==> src/rtl/freq_meter_pkg.sv <==
// rtl/freq_meter_pkg.sv - shared constants and FSM encoding for the gated frequency meter
package freq_meter_pkg;

    localparam int CLK_HZ      = 100_000_000;
    localparam int FREQ_W      = 12;
    localparam int FREQ_MAX    = (1 << FREQ_W) - 1;
    localparam int FILL_CYCLES = 2;

    typedef enum logic {
        FILL    = 1'b0,
        MEASURE = 1'b1
    } meter_state_e;

    function automatic int gate_cnt_w(input int gate_cycles);
        return (gate_cycles > 2) ? $clog2(gate_cycles) : 1;
    endfunction

endpackage

==> src/rtl/input_sync_edge.sv <==
// rtl/input_sync_edge.sv - two-flop synchronizer with rising-edge detect for an asynchronous input
module input_sync_edge (
    input  logic CLK,
    input  logic reset_n,
    input  logic IN,
    output logic rise
);

    logic sync1_q;
    logic sync1_d;
    logic sync2_q;
    logic sync2_d;
    logic prev_q;
    logic prev_d;

    always_comb begin
        sync1_d = IN;
        sync2_d = sync1_q;
        prev_d  = sync2_q;
    end

    always_ff @(posedge CLK or negedge reset_n) begin
        if (!reset_n) begin
            sync1_q <= 1'b0;
            sync2_q <= 1'b0;
            prev_q  <= 1'b0;
        end else begin
            sync1_q <= sync1_d;
            sync2_q <= sync2_d;
            prev_q  <= prev_d;
        end
    end

    assign rise = sync2_q & ~prev_q;

endmodule

==> src/rtl/gated_freq_meter.sv <==
// rtl/gated_freq_meter.sv - counts synchronized IN rising edges per gate window, saturating result word
module gated_freq_meter #(
    parameter int CLK_HZ      = freq_meter_pkg::CLK_HZ,
    parameter int GATE_CYCLES = CLK_HZ,
    parameter int FREQ_W      = freq_meter_pkg::FREQ_W
) (
    input  logic              CLK,
    input  logic              reset_n,
    input  logic              IN,
    output logic [FREQ_W-1:0] freq,
    output logic              freq_valid,
    output logic              overflow
);

    import freq_meter_pkg::*;

    localparam int                GW        = gate_cnt_w(GATE_CYCLES);
    localparam logic [GW-1:0]     GATE_LAST = GW'(GATE_CYCLES - 1);
    localparam logic [FREQ_W-1:0] CNT_MAX   = {FREQ_W{1'b1}};
    localparam logic [1:0]        FILL_LAST = 2'(FILL_CYCLES - 1);

    logic rise;

    meter_state_e      state_q;
    meter_state_e      state_d;
    logic [1:0]        fill_q;
    logic [1:0]        fill_d;
    logic [GW-1:0]     gate_q;
    logic [GW-1:0]     gate_d;
    logic [FREQ_W-1:0] edge_q;
    logic [FREQ_W-1:0] edge_d;
    logic              sat_q;
    logic              sat_d;
    logic [FREQ_W-1:0] freq_q;
    logic [FREQ_W-1:0] freq_d;
    logic              valid_q;
    logic              valid_d;
    logic              ovf_q;
    logic              ovf_d;

    logic              measure_en;
    logic              terminal;
    logic              bump;
    logic              sat_hit;
    logic [FREQ_W-1:0] edge_inc;

    input_sync_edge u_in_sync (
        .CLK     (CLK),
        .reset_n (reset_n),
        .IN      (IN),
        .rise    (rise)
    );

    always_ff @(posedge CLK or negedge reset_n) begin
        if (!reset_n) begin
            state_q <= FILL;
            fill_q  <= 2'd0;
        end else begin
            state_q <= state_d;
            fill_q  <= fill_d;
        end
    end

    // FILL covers the cycles in which the synchronizer still holds its reset value.
    always_comb begin
        state_d = state_q;
        fill_d  = fill_q;
        case (state_q)
            FILL: begin
                if (fill_q == FILL_LAST) begin
                    state_d = MEASURE;
                end else begin
                    fill_d = fill_q + 2'd1;
                end
            end
            MEASURE: state_d = MEASURE;
        endcase
    end

    always_comb begin
        measure_en = (state_q == MEASURE);
        terminal   = measure_en && (gate_q == GATE_LAST);
    end

    always_comb begin
        bump     = measure_en & rise;
        sat_hit  = bump & (edge_q == CNT_MAX);
        edge_inc = (bump && !sat_hit) ? edge_q + 1'b1 : edge_q;
    end

    // The terminal cycle's own rise folds into the closing window before the counter clears.
    always_comb begin
        gate_d  = '0;
        edge_d  = '0;
        sat_d   = 1'b0;
        freq_d  = freq_q;
        ovf_d   = ovf_q;
        valid_d = 1'b0;
        if (terminal) begin
            freq_d  = edge_inc;
            ovf_d   = sat_q | sat_hit;
            valid_d = 1'b1;
        end else if (measure_en) begin
            gate_d = gate_q + 1'b1;
            edge_d = edge_inc;
            sat_d  = sat_q | sat_hit;
        end
    end

    always_ff @(posedge CLK or negedge reset_n) begin
        if (!reset_n) begin
            gate_q  <= '0;
            edge_q  <= '0;
            sat_q   <= 1'b0;
            freq_q  <= '0;
            valid_q <= 1'b0;
            ovf_q   <= 1'b0;
        end else begin
            gate_q  <= gate_d;
            edge_q  <= edge_d;
            sat_q   <= sat_d;
            freq_q  <= freq_d;
            valid_q <= valid_d;
            ovf_q   <= ovf_d;
        end
    end

    assign freq       = freq_q;
    assign freq_valid = valid_q;
    assign overflow   = ovf_q;

endmodule

==> config.mk <==
export PLATFORM = sky130hd
export DESIGN_NAME = gated_freq_meter
export DESIGN_NICKNAME = d
export VERILOG_FILES = /design/src/rtl/freq_meter_pkg.sv /design/src/rtl/input_sync_edge.sv /design/src/rtl/gated_freq_meter.sv
export SDC_FILE = /design/constraint.sdc
export NUM_CORES = 1
export LEC_CHECK = 0
export ABC_CLOCK_PERIOD_IN_PS = 4400
export BUFFER_PORTS_ARGS = -buffer_cell sky130_fd_sc_hd__buf_2
export CAP_MARGIN = 25
export CORE_MARGIN = 2
export CORE_UTILIZATION = 49
export CTS_BUF_LIST = sky130_fd_sc_hd__clkbuf_16
export CTS_CLUSTER_DIAMETER = 200
export DETAILED_ROUTE_END_ITERATION = 10
export PLACE_DENSITY = 0.66
export SYNTH_ARGS = -nofsm -noshare
export SYNTH_HDL_FRONTEND = slang
export SYNTH_SLANG_ARGS = --single-unit
==> constraint.sdc <==
create_clock -name CLK -period 4.4 [get_ports CLK]
set_input_delay 1.1 -clock CLK [delete_from_list [all_inputs] [get_ports CLK]]
set_output_delay 1.1 -clock CLK [all_outputs]
set_load 0.02 [all_outputs]
==> impl_metrics.yaml <==
synth:
  synth_area_um2: 2960
  yosys_register_bits: 60
  ys_seq_area_frac: 0.507
  syn_avg_cell_area_um2: 10.0
  syn_inst: 295
  synth_cell_types: 40
  synth_nets: 301
  ys_warn_count: 0
  async_flop_share: 1.00
  synth_edf_count: 0
  synth_ff_type: "dfrtp_1"
global_route:
  grt_first_pass_wirelength_um: 9560
  overflow: 0
  grt_max_degree: 44
  grt_usage: 0.190
  grt_antenna_before_repair: 0
  grt_pass1_vias: 2048
setup_path:
  crit_required_ps: 4600
  reg2reg_from: "gate_q[0]"
  startpoint: "gate_q[0]"
  endpoint: "edge_q[9]"
  path_class: "register to register"
  cp_max_fo: 29
  reg2reg_to: "edge_q[9]"
  ff2ff_setup_slack_ps: 2060
  cp-end-kind: "register"
  r2r_cells: 6
  critPathLaunchType: "register"
  arrival_ps: 2540
min_path:
  hp-class: "register to register"
  min_from: "u_in_sync.sync1_q"
timing:
  worst_pin_slew_ps: 434
  slew_headroom: 0.708
  setup-tns-final_ps: 0
  slew_violations: 0
  hold_violations: 0
  grt_setup_unrepaired: "false"
  fin_ws_ps: 2060
  period_needed_ps: 2340
  fmax_ghz: 0.428
  post-route-period-util: 0.531
  fin_worst_skew_ps: 4.66
  setup_violations: 0
pwr:
  comb_power_share: 0.080
  cellLeakagePower_nw: 1.43
  powerDensity_nw_per_um2: 413
  p_seq_frac: 0.441
  clockPowerShare: 0.478
  p_sw_mw: 0.343
  p_int_mw: 1.05
  irDropWorstVdd_v: 0.000200
  switching_share: 0.246
placed_design:
  numPortBuffers: 16
  dp_cells: 374
  gp_congestion: 0.865
  hpwlAfterDp_um: 3790
  pre_cts_ws_ps: 2060
drt:
  vias: 2212
  drt_iter0_markers: 166
  viasPerCell: 5.66
  routed_wl_um: 5830
  drc_errors: 0
  wire_per_inst_um: 14.9
  detail-route-antenna-nets: 0
  drtPass1Iterations: 4
floorplan:
  dieHeight_um: 81.8
  fp-row-count: 28
  ios: 17
  die_x_um: 81.8
  start_util: 0.504
  dieArea_um2: 6690
  core-area_um2: 5890
cts:
  cts_sinks: 60
  hold_buffers: 0
  cts.htree.levels: 3
  clkLatencyLatePin_ps: 330
  numCtsBuffers: 9
  clk_pin_slew_ps: 50
  cts-root-buf: "clkbuf_16"
  post-cts-setup-buffer-count: 0
  cts_tree: "done"
  clockBufferDepth: 2
  cts_resized: 0
final_layout:
  nets: 317
  syn2layout_area_growth_pct: 14.3
  drive_above_1_share: 0.136
  fin_cells: 391
  n_antenna_cell: 0
  utilization: 0.575
run_status:
  status: "finished clean"
job:
  drv_cap: 0
[cell families after synthesis]
family | after synthesis | synth area share
simple gates | 121 | 0.230
mux | 21 | 0.0718
buf+inv | 35 | 0.0515
compound gates | 42 | 0.0887
xor+xnor | 13 | 0.0384
fa+ha+maj | 3 | 0.0127
flops | 60 | 0.507
[per-layer routing]
metal  share of wire  GRT usage
met2            0.45      0.288
met1            0.49      0.259
met5               0          0
met4           0.016      0.102
met3           0.048     0.0363
[layout make-up]
class / count / area (um2)
Fill cell: 491 / 2500
Sequential cell: 60 / 1500
Multi-Input combinational cell: 200 / 1310
Clock buffer: 9 / 225
Timing Repair Buffer: 20 / 123
Tap cell: 75 / 93.8
Inverter: 20 / 75.1
Clock inverter: 7 / 58.8
[through the flow]
| step | hold slack [ps] | cell area [um2] | total power, mW |
|---|---|---|---|
| floorplan | 331 | 2960 | 0.692 |
| global placement | 337 | 3080 | 0.729 |
| detailed placement | 336 | 3080 | 0.733 |
| CTS | 356 | 3370 | 1.41 |
| global route | 367 | 3390 | 1.45 |
| finish | 354 | 3390 | 1.40 |
[power groups by stage]
stage	clock, mW	combinational [mW]	sequential (mW)
after global placement	0	0.106	0.624
after CTS	0.678	0.111	0.616
final	0.669	0.112	0.617
after detailed placement	0	0.109	0.625
after floorplan	0	0.0761	0.616
after global routing	0.700	0.128	0.620
[cell usage after synthesis (3+ instances only)]
master,count,area (um2)
buf_2,5,25.0
and2_1,4,25.0
and3_1,4,25.0
o31ai_1,8,60.1
ha_1,3,37.5
nand3_1,18,90.1
nor3_1,6,30.0
o21ai_0,14,70.1
nor4_1,11,68.8
a21oi_1,14,70.1
inv_1,20,75.1
clkbuf_1,7,26.3
nor2_1,25,93.8
xnor2_1,9,78.8
mux2i_1,19,190
or3_1,9,56.3
dfrtp_1,60,1500
or4_1,6,45.0
nor2b_1,3,18.8
nand4_1,11,68.8
nand2_1,13,48.8
xor2_1,4,35.0
[worst min path at each step]
stage / end / slack (ps) / cells after the start
detailed placement: u_in_sync.prev_d / 340 / 0
global placement: u_in_sync.prev_d / 340 / 0
floorplan: u_in_sync.prev_d / 330 / 0
global route: u_in_sync.prev_d / 370 / 0
CTS: u_in_sync.prev_d / 360 / 0
finish: u_in_sync.prev_d / 350 / 0
[registers in the layout, indices dropped and copies added (netlist names)]
register and cells:
edge_q 12, fill_q 2, freq 12, freq_valid 1, gate_q 27, measure_en 1, overflow 1, sat_q 1
u_in_sync.prev_d 1, u_in_sync.prev_q 1, u_in_sync.sync1_q 1
[critical path, cell delays in order (launching register included)]
cell     delay [ps]
dfrtp_1         420
ha_1            240
nand3_2         140
or3_1           470
o31ai_4         430
buf_4           390
nor2_1          100
[cells in the final DEF (no fill, tap or decap), types with 2 or more instances in the layout]
cell	n
dfrtp_1	60
nor2_1	25
inv_1	21
mux2i_1	19
nand3_1	18
buf_2	16
o21ai_0	14
a21oi_1	14
nand2_1	13
nand4_1	11
nor4_1	11
or3_1	9
xnor2_1	9
clkbuf_16	9
o31ai_1	8
nor3_1	6
or4_1	6
and2_1	4
and3_1	4
xor2_1	4
nor2b_1	3
ha_1	3
buf_4	3
nor4b_1	2
or4_4	2
mux2_2	2
clkinv_1	2
clkinv_2	2
Power figures use the tool's default switching activity.
